==> src/rtl/scr1_dmi_chain_pkg.sv <==
// Shared debug definitions for the DMI scan chain: chain IDs, DTMCS layout,
// DMI op/status encodings and the access-register geometry.
package scr1_dmi_chain_pkg;

  localparam int SCR1_DBG_DMI_CH_ID_WIDTH = 2;

  localparam logic [SCR1_DBG_DMI_CH_ID_WIDTH-1:0] DMI_CH_ID_DTMCS      = 2'd0;
  localparam logic [SCR1_DBG_DMI_CH_ID_WIDTH-1:0] DMI_CH_ID_DMI_ACCESS = 2'd1;

  localparam int DMI_SR_WIDTH   = 41;
  localparam int DMI_DATA_WIDTH = 32;
  localparam int DMI_OP_WIDTH   = 2;
  localparam int DTMCS_WIDTH    = 32;

  // DTMCS field positions
  localparam int DTMCS_DMIHARDRESET_BIT = 17;
  localparam int DTMCS_DMIRESET_BIT     = 16;
  localparam int DTMCS_IDLE_LSB         = 12;
  localparam int DTMCS_DMISTAT_LSB      = 10;
  localparam int DTMCS_ABITS_LSB        = 4;
  localparam int DTMCS_VERSION_LSB      = 0;

  localparam logic [2:0] DTMCS_IDLE_VAL    = 3'd1;
  localparam logic [5:0] DTMCS_ABITS_VAL   = 6'd7;
  localparam logic [3:0] DTMCS_VERSION_VAL = 4'd1;

  typedef enum logic [1:0] {
    DMI_OP_NOP   = 2'd0,
    DMI_OP_READ  = 2'd1,
    DMI_OP_WRITE = 2'd2,
    DMI_OP_RSV   = 2'd3
  } dmi_op_e;

  localparam logic [1:0] DMI_STAT_OK   = 2'b00;
  localparam logic [1:0] DMI_STAT_BUSY = 2'b11;

  typedef enum logic {
    DMI_FSM_IDLE = 1'b0,
    DMI_FSM_REQ  = 1'b1
  } dmi_fsm_e;

  // dmihardreset/dmireset always read back as zero
  function automatic logic [DTMCS_WIDTH-1:0] dtmcs_word(input logic [1:0] dmistat);
    logic [DTMCS_WIDTH-1:0] w;
    w = '0;
    w[DTMCS_IDLE_LSB    +: 3] = DTMCS_IDLE_VAL;
    w[DTMCS_DMISTAT_LSB +: 2] = dmistat;
    w[DTMCS_ABITS_LSB   +: 6] = DTMCS_ABITS_VAL;
    w[DTMCS_VERSION_LSB +: 4] = DTMCS_VERSION_VAL;
    return w;
  endfunction

endpackage

==> src/rtl/scr1_dmi_chain.sv <==
// DMI scan chain: DTMCS / DMI_ACCESS shift register with a two-state
// request FSM towards the Debug Module and a sticky busy flag.
module scr1_dmi_chain
  import scr1_dmi_chain_pkg::*;
#(
  parameter int SCR1_DMI_ABITS = 7
) (
  input  logic                                clk,
  input  logic                                rst,
  input  logic                                dmi_ch_sel_core,
  input  logic [SCR1_DBG_DMI_CH_ID_WIDTH-1:0] dmi_ch_id_core,
  input  logic                                dmi_ch_capture_core,
  input  logic                                dmi_ch_shift_core,
  input  logic                                dmi_ch_update_core,
  input  logic                                dmi_ch_tdi_core,
  output logic                                dmi_ch_tdo_core,
  output logic                                dmi_req,
  output logic                                dmi_req_wr,
  output logic [SCR1_DMI_ABITS-1:0]           dmi_req_addr,
  output logic [DMI_DATA_WIDTH-1:0]           dmi_req_wdata,
  input  logic                                dmi_ack,
  input  logic [DMI_DATA_WIDTH-1:0]           dmi_rdata
);

  dmi_fsm_e                  fsm_q, fsm_d;
  logic [DMI_SR_WIDTH-1:0]   sr_q, sr_d;
  logic                      sticky_q, sticky_d;
  logic [SCR1_DMI_ABITS-1:0] addr_q, addr_d;
  logic [DMI_DATA_WIDTH-1:0] rdata_q, rdata_d;
  logic [DMI_DATA_WIDTH-1:0] wdata_q, wdata_d;
  logic                      wr_q, wr_d;

  logic    ch_dtmcs;
  logic    ch_dmi;
  logic    busy;
  dmi_op_e sr_op;

  assign ch_dtmcs = (dmi_ch_id_core == DMI_CH_ID_DTMCS);
  assign ch_dmi   = (dmi_ch_id_core == DMI_CH_ID_DMI_ACCESS);
  assign busy     = sticky_q || (fsm_q != DMI_FSM_IDLE);
  assign sr_op    = dmi_op_e'(sr_q[DMI_OP_WIDTH-1:0]);

  always_comb begin
    fsm_d    = fsm_q;
    sr_d     = sr_q;
    sticky_d = sticky_q;
    addr_d   = addr_q;
    rdata_d  = rdata_q;
    wdata_d  = wdata_q;
    wr_d     = wr_q;

    if (dmi_ch_sel_core) begin
      if (dmi_ch_capture_core) begin
        if (ch_dtmcs) begin
          sr_d = {{(DMI_SR_WIDTH-DTMCS_WIDTH){1'b0}},
                  dtmcs_word(sticky_q ? DMI_STAT_BUSY : DMI_STAT_OK)};
        end else if (ch_dmi) begin
          // status is taken from registered state, so a same-cycle ack still reads busy
          sr_d = {addr_q, rdata_q, busy ? DMI_STAT_BUSY : DMI_STAT_OK};
          if (fsm_q == DMI_FSM_REQ) sticky_d = 1'b1;
        end else begin
          sr_d = '0;
        end
      end else if (dmi_ch_shift_core) begin
        if (ch_dmi) begin
          sr_d = {dmi_ch_tdi_core, sr_q[DMI_SR_WIDTH-1:1]};
        end else begin
          sr_d = {sr_q[DMI_SR_WIDTH-1:DTMCS_WIDTH], dmi_ch_tdi_core, sr_q[DTMCS_WIDTH-1:1]};
        end
      end else if (dmi_ch_update_core) begin
        if (ch_dtmcs) begin
          if (sr_q[DTMCS_DMIRESET_BIT]) sticky_d = 1'b0;
        end else if (ch_dmi) begin
          // an update landing on an in-flight request is discarded and flagged
          if (fsm_q == DMI_FSM_REQ) begin
            sticky_d = 1'b1;
          end else if (!sticky_q && (sr_op == DMI_OP_READ || sr_op == DMI_OP_WRITE)) begin
            addr_d  = sr_q[DMI_SR_WIDTH-1 -: SCR1_DMI_ABITS];
            wdata_d = sr_q[DMI_OP_WIDTH +: DMI_DATA_WIDTH];
            wr_d    = (sr_op == DMI_OP_WRITE);
            fsm_d   = DMI_FSM_REQ;
          end
        end
      end
    end

    if (fsm_q == DMI_FSM_REQ && dmi_ack) begin
      fsm_d = DMI_FSM_IDLE;
      if (!wr_q) rdata_d = dmi_rdata;
    end
  end

  always_ff @(posedge clk or posedge rst) begin
    if (rst) begin
      fsm_q    <= DMI_FSM_IDLE;
      sr_q     <= '0;
      sticky_q <= 1'b0;
      addr_q   <= '0;
      rdata_q  <= '0;
      wdata_q  <= '0;
      wr_q     <= 1'b0;
    end else begin
      fsm_q    <= fsm_d;
      sr_q     <= sr_d;
      sticky_q <= sticky_d;
      addr_q   <= addr_d;
      rdata_q  <= rdata_d;
      wdata_q  <= wdata_d;
      wr_q     <= wr_d;
    end
  end

  assign dmi_ch_tdo_core = sr_q[0];
  assign dmi_req         = (fsm_q == DMI_FSM_REQ);
  assign dmi_req_wr      = wr_q;
  assign dmi_req_addr    = addr_q;
  assign dmi_req_wdata   = wdata_q;

endmodule

==> config.mk <==
export PLATFORM = sky130hd
export DESIGN_NAME = scr1_dmi_chain
export DESIGN_NICKNAME = d
export VERILOG_FILES = /design/src/rtl/scr1_dmi_chain_pkg.sv /design/src/rtl/scr1_dmi_chain.sv
export SDC_FILE = /design/constraint.sdc
export NUM_CORES = 1
export LEC_CHECK = 0
export CORE_MARGIN = 2
export CORE_UTILIZATION = 40
export DETAILED_ROUTE_END_ITERATION = 8
export PLACE_DENSITY = 0.69
export SLEW_MARGIN = 40
export SYNTH_ARGS = -nofsm -noshare
export SYNTH_HDL_FRONTEND = slang
export SYNTH_SLANG_ARGS = --single-unit
==> constraint.sdc <==
create_clock -name clk -period 4.9 [get_ports clk]
set_clock_uncertainty 0.05 [all_clocks]
set_input_delay 0.49 -clock clk [delete_from_list [all_inputs] [get_ports clk]]
set_output_delay 0.49 -clock clk [all_outputs]
set_load 0.02 [all_outputs]
* Word-level counts from Yosys, hierarchy flattened
Cells that the tools add are included.
Cells by class: equal/unequal tests 9, bitwise gates (word level) 5, reductions and logical operators 18, multiplexer cells 24
Operators with widths (count):
- 41-bit 2-to-1 mux | 5
- 1-bit 2-to-1 mux | 17
- 2-bit nonzero test | 6
- 8-bit AND reduction | 1
- 2-bit by 1-bit != test with 1-bit output (second input constant) | 3
- 2-bit != test (second input constant) | 3
- 6-bit AND reduction | 1
- 1-bit inverter | 5
- 5-bit AND reduction | 1
- 2-bit by 1-bit equality test with 1-bit output (second input constant) | 2
- 2-bit 2-to-1 mux | 2
- 2-bit AND reduction | 2
- 3-bit AND reduction | 1
- 2-bit equality test (second input constant) | 1
- 1-bit logical AND | 2
- 2-bit logical NOT | 1
- 1-bit logical OR | 2
- 1-bit logical NOT | 1
Word-level totals: output and inout bits 42, word-level logic and storage cells 64, flip-flop bits (word level) 115

* Logic depth before layout (Yosys ltp)
Gate-level depths: netlist (run 1).
depth after elaboration 12, depth in mapped cells 7, depth with buffers taken out 4

* Worst setup path after synthesis (run 1)
No wires, ideal clock.
path type input to register, start in dmi_ch_capture_core, end reg addr_q[5], in the netlist dmi_req_addr[5], required time 4.725 ns, arrival 1.825 ns, slack 2.900 ns, path buffers 1, stages on the path 5, cells stage by stage nand2b_1 or3b_4 nor3_4 buf_6 mux2_2
Between the ends: cells in the longest elaborated chain, start to end 2
Ends and longest elaborated chain:
- start, declared | line scr1_dmi_chain.sv:12 | input logic dmi_ch_capture_core,
- 1-bit inverter (no line)
- 8-bit AND reduction (no line)
- end signal, assigned | line scr1_dmi_chain.sv:106 | addr_q <= addr_d;
- end, declared | line scr1_dmi_chain.sv:28 | logic [SCR1_DMI_ABITS-1:0] addr_q, addr_d;
Every way passes these cells. A chain may end at the register's enable or synchronous reset.

* Worst setup path in the final report (run 1)
start in dmi_ch_capture_core, end reg wdata_q[8], in the netlist dmi_req_wdata[8]
Between the ends: cells in the longest elaborated chain, start to end 2
Ends and longest elaborated chain:
- 1-bit inverter (no line)
- 8-bit AND reduction (no line)
- end signal, assigned | line scr1_dmi_chain.sv:108 | wdata_q <= wdata_d;
- end, declared | line scr1_dmi_chain.sv:30 | logic [DMI_DATA_WIDTH-1:0] wdata_q, wdata_d;
Every way passes these cells.

==> results of run 1 <==
-- final cells by class --
class,count,area [um2],area share [%]
clock buffer,20,457,7.31
clock inverter,12,130,2.08
inverter,8,37.5,0.601
multi-input combinational,217,1710,27.3
sequential,115,2880,46.1
tap,143,179,2.86
timing repair buffer,87,861,13.8
-- cells in the final DEF, fill, tap and decap left out, drive strengths merged, types with 2 or more instances in the layout --
| cell type | n |
|---|---|
| and2 | 2 |
| nor3 | 3 |
| nand2b | 2 |
| clkinvlp | 2 |
| nand3b | 2 |
| inv | 10 |
| nor2 | 50 |
| a21oi | 7 |
| a22oi | 2 |
| mux2i | 6 |
| clkbuf | 20 |
| a221o | 8 |
| bufinv | 2 |
| dfrtp | 115 |
| a221oi | 23 |
| nor2b | 3 |
| buf | 4 |
| clkdlybuf4s50 | 83 |
| o21ai | 10 |
| nand2 | 10 |
| clkinv | 6 |
| and3 | 8 |
| mux2 | 74 |
-- power groups by stage --
| stage | registers [mW] | logic (mW) | clock network, mW |
|---|---|---|---|
| finish | 1.20 | 0.435 | 1.21 |
| global route | 1.22 | 0.473 | 1.28 |
| CTS | 1.20 | 0.441 | 1.23 |
| detailed placement | 1.22 | 0.438 | 0 |
| global placement | 1.21 | 0.428 | 0 |
| floorplan | 1.25 | 0.195 | 0 |
-- layer usage --
metal | routed length [um] | share of wire (%)
met1 | 4720 | 44
met2 | 5020 | 47
met3 | 705 | 6.6
met4 | 172 | 1.6
met5 | 0 | 0
-- registers in the layout (all words and copies together) (netlist names) --
register       flops
dmi_req            1
dmi_req_addr       7
dmi_req_wdata     32
dmi_req_wr         1
rdata_q           32
sr_q              41
sticky_q           1
-- critical path, cell delays in order --
cell             delay [ns]
clkdlybuf4s50_1        0.71
nand2b_1               0.31
or3b_4                 0.43
nor3_4                 0.45
buf_4                  0.51
mux2_2                 0.39
-- logic make-up (layout without fill, tap and decap cells) --
family	Yosys count	after routing	synth area share, %
compound gates	55	55	8.91
fa+ha+maj	1	1	0.264
simple gates	81	81	7.85
buf+inv	32	127	3.33
mux	80	80	18.9
flops	115	115	60.8
-- worst min-delay path by stage --
stage | to | depth (start not counted) | startpoint | slack, ns
floorplan | sr_q[5]$_DFFE_PP0P_ | 2 | sr_q[5]$_DFFE_PP0P_ | 0.42
global placement | dmi_req_wdata[11]$_DFFE_PP0P_ | 1 | dmi_req_wdata[11]$_DFFE_PP0P_ | 0.42
detailed placement | dmi_req_wdata[11]$_DFFE_PP0P_ | 1 | dmi_req_wdata[11]$_DFFE_PP0P_ | 0.43
CTS | dmi_req_wdata[11]$_DFFE_PP0P_ | 1 | dmi_req_wdata[11]$_DFFE_PP0P_ | 0.44
global route | dmi_req_wdata[11]$_DFFE_PP0P_ | 1 | dmi_req_wdata[11]$_DFFE_PP0P_ | 0.45
finish | dmi_req_wdata[11]$_DFFE_PP0P_ | 1 | dmi_req_wdata[11]$_DFFE_PP0P_ | 0.43
==> impl_results.md, run 1 <==
- Status: finished clean
- Flops & latches, synth: 115
- Post-Route WL: 10.6 mm
- Rows: 39
- CP required: 5.13 ns
- WL per Instance: 17.6 um
- Ant. Diodes: 0
- GPL Wtd Cong: 0.795
- Die width: 113 um
- Static leakage: 2.89 nW
- Vias after detailed routing: 3248
- Ys flop type: dfrtp_1
- Share of cells above drive strength 1: 24.4%
- Seq/Total Area, Yosys: 60.8%
- Clock buffer depth: 2
- Crit path capture: dmi_req_wdata[8]$_DFFE_PP0P_
- Vias per inst: 5.40
- Final Cycle Share: 63.0%
- FF-to-FF Start: sr_q[0]$_DFFE_PP0P_
- Die Y: 113 um
- Pwr Density: 456 mW/mm2
- Crit Path Max Fanout: 32
- # setup viols final: 0
- Fillcell total: 957
- Critical path type: in -> reg
- Max Slew Vio Count: 0
- CTS root buffer: clkbuf_16
- Final Core Density: 54.5%
- Worst reg-to-reg path cell count: 5
- Post-DP HPWL: 6.64 mm
- Post-CTS setup buffers: 0
- Most common cell in the netlist: dfrtp_1
- WP data arrival: 3.31 ns
- Placed inst area: 0.00566 mm2
- Worst slew pin tran: 0.779 ns
- Hold_buf cts: 0
- Cells after synthesis: 364
- Clk_lat worst skew: 0.40 ns
- DRT Pass-1 Iters: 4
- CTS tree: yes
- Overall Power: 2.85 mW
- PostCTS Resize Cnt: 0
- Final Hold Violating Endpoints: 0
- Routed Antenna Nets: 0
- Placed cells: 570
- CTS clk-pin slew, worst paths: 0.05 ns
- Fmax: 324 MHz
- Max cap viols: 0
- Full die area: 0.0127 mm2
- Synthesized area: 0.00473 mm2
- Post-synth EDFFs: 0
- Maximum vdd drop: 0.233 mV
- Place WS: 1.44 ns
- Clock power frac: 42.5%
- Gr usage total: 17.4%
- Port Buffers: 83
- Non-filler cells, final: 602
- CTS Sinks: 115
- Avg Inst Size Synth: 13.0 um2
- CTS Buf Count: 17
- Area leader, netlist: dfrtp_1
- Rel. slew slack: 47.7%
- Worst setup EP type: register
- Htree depth: 4
- Pin count of the biggest net entering global routing: 87
- Top post-synthesis cells by area: dfrtp_1, mux2_2, a221oi_1
- IO Pins: 84
- First-pass GRT wire length: 17.3 mm
- Async set-reset flop share out of synthesis: 100%
- Startpoint Class: input pin
- Combinational power share: 15.3%
- Vias in the first global route: 3346
- Syn_nets: 407
- Switching Share: 25.8%
- Final instance area: 0.00625 mm2
- Gr busiest metal: met2
- Remaining DRCs: 0
- Psw: 0.735 mW
- Internal power: 2.11 mW
- Period minus WS final: 3.09 ns
- Min-Delay Path Class: reg -> reg
- Setup slack, reg-to-reg: 2.57 ns
- RSZ-0062 raised after global routing: false
- GR Overflow Total: 0
- Layout area overhead: 32.0%
- DRT iter0 DRCs: 159
- RR Endpoint: dmi_req_wdata[8]$_DFFE_PP0P_
- Library cells used by synthesis: 31
- Synth Warn #: 0
- Initial Utilization: 41.3%
- Antenna violations before repair: 0
- Core Area: 0.0115 mm2
- Nets: 489
- Synth top area share: 60.8%
- Fraction of met2 tracks used by global routing: 27.1%
- Flop pwr share: 42.2%
- Beginning of the critical path: dmi_ch_capture_core
- Sum Neg Setup Slack: 0 ns
- Grt met1 use: 22.7%
- Met3 Use GR: 6.32%
- PnR worst setup slack: 1.81 ns
- Worst hold margin: 0.434 ns
- Top post-synthesis cells by count: dfrtp_1, mux2_2, nor2_1
Note: power is estimated with default switching activity, not from simulation.
==> run 2: changes to the inputs <==
--- a/config.mk
+++ b/config.mk
@@ -8,7 +8,7 @@
 export CORE_MARGIN = 2
 export CORE_UTILIZATION = 40
 export DETAILED_ROUTE_END_ITERATION = 8
-export PLACE_DENSITY = 0.69
+export PLACE_DENSITY = 0.72
 export SLEW_MARGIN = 40
 export SYNTH_ARGS = -nofsm -noshare
 export SYNTH_HDL_FRONTEND = slang
==> constraint.sdc (replaced) <==
create_clock -name clk -period 2.7 [get_ports clk]
set_clock_uncertainty 0.05 [all_clocks]
set_input_delay 0.27 -clock clk [delete_from_list [all_inputs] [get_ports clk]]
set_output_delay 0.27 -clock clk [all_outputs]
set_load 0.02 [all_outputs]
==> run 2 against run 1 <==
Sequential power is 82% higher; register-to-register slack worse by 1.7 ns; global-route usage is 0.094 points higher; non-clock buffer count is 14 higher; routed wire length is 0.61% lower; sequential share of layout area is 0.98 points lower; cell count is 2.2% higher; largest power group unchanged.
==> impl_results.md, run 2 (same netlist as run 1, synthesis figures left out) <==
- Fmax: 492 MHz
- Largest stage delay, worst path: 0.48 ns (was 0.71 ns)
- CTS clk-pin slew, worst paths: 0.05 ns (about the same)
- Max cap viols: 0 (unchanged)
- Gr usage total: 17.5% (was 17.4%)
- Post-Route WL: 10.6 mm (about the same)
- GR Overflow Total: 0 (unchanged)
- Die Y: 113 um (unchanged)
- Vias after detailed routing: 3260 (was 3248)
- PostCTS Resize Cnt: 0 (unchanged)
- CTS Buf Count: 17 (unchanged)
- Post-CTS setup buffers: 0 (unchanged)
- Biggest register: sr_q (unchanged)
- Worst reg-to-reg path cell count: 5 (unchanged)
- CTS tree: yes (unchanged)
- CP required: 2.92 ns (was 5.13 ns)
- Largest register FFs: 41 (unchanged)
- Routed Antenna Nets: 0 (unchanged)
- Remaining DRCs: 0 (unchanged)
- GPL Wtd Cong: 0.760 (was 0.795)
- Hold_buf cts: 0 (unchanged)
- Final Cycle Share: 75.2%
- Htree depth: 4 (unchanged)
- Pwr Density: 814 mW/mm2 (was 456 mW/mm2)
- Gr busiest metal: met2 (unchanged)
- Share of cells above drive strength 1: 25.2% (was 24.4%)
- Ant. Diodes: 0 (unchanged)
- WL per Instance: 17.2 um (was 17.6 um)
- Final Hold Violating Endpoints: 0 (unchanged)
- Rel. slew slack: 57.5% (was 47.7%)
- Core Area: 0.0115 mm2 (unchanged)
- Nets: 503 (was 489)
- Sum Neg Setup Slack: 0 ns (unchanged)
- Pin count of the biggest net entering global routing: 57 (was 87)
- Most frequent cells in the layout: dfrtp_1, clkdlybuf4s50_1, mux2_2, nor2_1, a221oi_1 (unchanged)
- First-pass GRT wire length: 17.5 mm (was 17.3 mm)
- Antenna violations before repair: 0 (unchanged)
- RSZ-0062 raised after global routing: false (unchanged)
- Vias per inst: 5.30 (was 5.40)
- Static leakage: 2.95 nW (was 2.89 nW)
- Worst setup EP type: register (unchanged)
- Clk_lat worst skew: 0.40 ns (about the same)
- IO Pins: 84 (unchanged)
- Crit Path Max Fanout: 21 (was 32)
- Die width: 113 um (unchanged)
- CTS Sinks: 115 (unchanged)
- Status: finished clean (unchanged)
- Grt met1 use: 23.4% (was 22.7%)
- DRT Pass-1 Iters: 4 (unchanged)
- Critical-path cell list: clkdlybuf4s50_1 -> nor2b_1 -> or3b_4 -> nor3_4 -> buf_12 -> mux2_1 (was clkdlybuf4s50_1 -> nand2b_1 -> or3b_4 -> nor3_4 -> buf_4 -> mux2_2)
- Worst slew pin tran: 0.636 ns (was 0.779 ns)
- Maximum vdd drop: 0.371 mV (was 0.233 mV)
- Startpoint Class: input pin (unchanged)
- Period minus WS final: 2.03 ns
- Layout area overhead: 34.8% (was 32.0%)
- Met3 Use GR: 5.09% (was 6.32%)
- Clock buffer depth: 2 (unchanged)
- Post-DP HPWL: 6.90 mm (was 6.64 mm)
- Fraction of met2 tracks used by global routing: 27.8% (was 27.1%)
- Min-Delay Path Class: in -> async (was reg -> reg)
- Rows: 39 (unchanged)
- Full die area: 0.0127 mm2 (unchanged)
- Port Buffers: 83 (unchanged)
- CTS root buffer: clkbuf_16 (unchanged)
- Overall Power: 5.19 mW (was 2.85 mW)
- DRT iter0 DRCs: 180 (was 159)
- Slowest-stage cell, CP: clkdlybuf4s50_1 (unchanged)
- Most common cell after layout, fill and taps aside: dfrtp_1 (unchanged)
- Initial Utilization: 41.3% (unchanged)
- Max Slew Vio Count: 0 (unchanged)
- # setup viols final: 0 (unchanged)
- Critical path type: in -> reg (unchanged)
- WP data arrival: 2.25 ns (was 3.31 ns)
- Vias in the first global route: 3408 (was 3346)
run 2: worst paths after layout:
check                                              from                             to  slack (ns)
setup / recovery                      dmi_ch_shift_core  dmi_req_wdata[11]$_DFFE_PP0P_        0.67
hold / removal                                      rst           sr_q[18]$_DFFE_PP0P_        0.25
setup reg to reg                    sr_q[0]$_DFFE_PP0P_  dmi_req_wdata[11]$_DFFE_PP0P_        0.88
hold reg to reg            dmi_req_wdata[1]$_DFFE_PP0P_   dmi_req_wdata[1]$_DFFE_PP0P_        0.43
max in group asynchronous                           rst        rdata_q[18]$_DFFE_PP0P_        1.64
min in group clk                          dmi_rdata[24]        rdata_q[24]$_DFFE_PP0P_        0.43
run 2: critical path: cells and delay by family:
family        cells  cell delay [ns]
simple gates      3             0.92
buf+inv           2             0.70
mux               1             0.35
run 2: cell type report:
| type | instances | area [um2] |
|---|---|---|
| flip-flops and latches | 115 | 2880 |
| multi-input cells | 217 | 1700 |
| repair buffers | 101 | 1000 |
| clock inverters | 9 | 131 |
| clock buffers | 22 | 454 |
| fillers | 942 | 5080 |
| well taps | 143 | 179 |
| inverters | 8 | 33.8 |
run 2: per-stage QoR:
stage | util (%) | setup WS (ns) | instances | hold slack (ns) | cell area (um2)
floorplan | - | 0.883 | 364 | 0.365 | 4740
global placement | 50.6 | 0.377 | 584 | 0.426 | 5800
detailed placement | 50.6 | 0.269 | 584 | 0.424 | 5800
CTS | 55.7 | 0.672 | 615 | 0.252 | 6380
global route | 55.7 | 0.636 | 615 | 0.292 | 6380
finish | 55.7 | 0.668 | 615 | 0.247 | 6380
run 2: per-layer routing:
metal	share of wire, %	wire length [um]
met1	46	4900
met2	49	5140
met3	4.5	472
met4	0.31	33
met5	0	0
run 2: power by group:
part | internal [mW] | switching, mW
logic | 0.441 | 0.367
registers | 2.00 | 0.178
clock network | 1.47 | 0.743
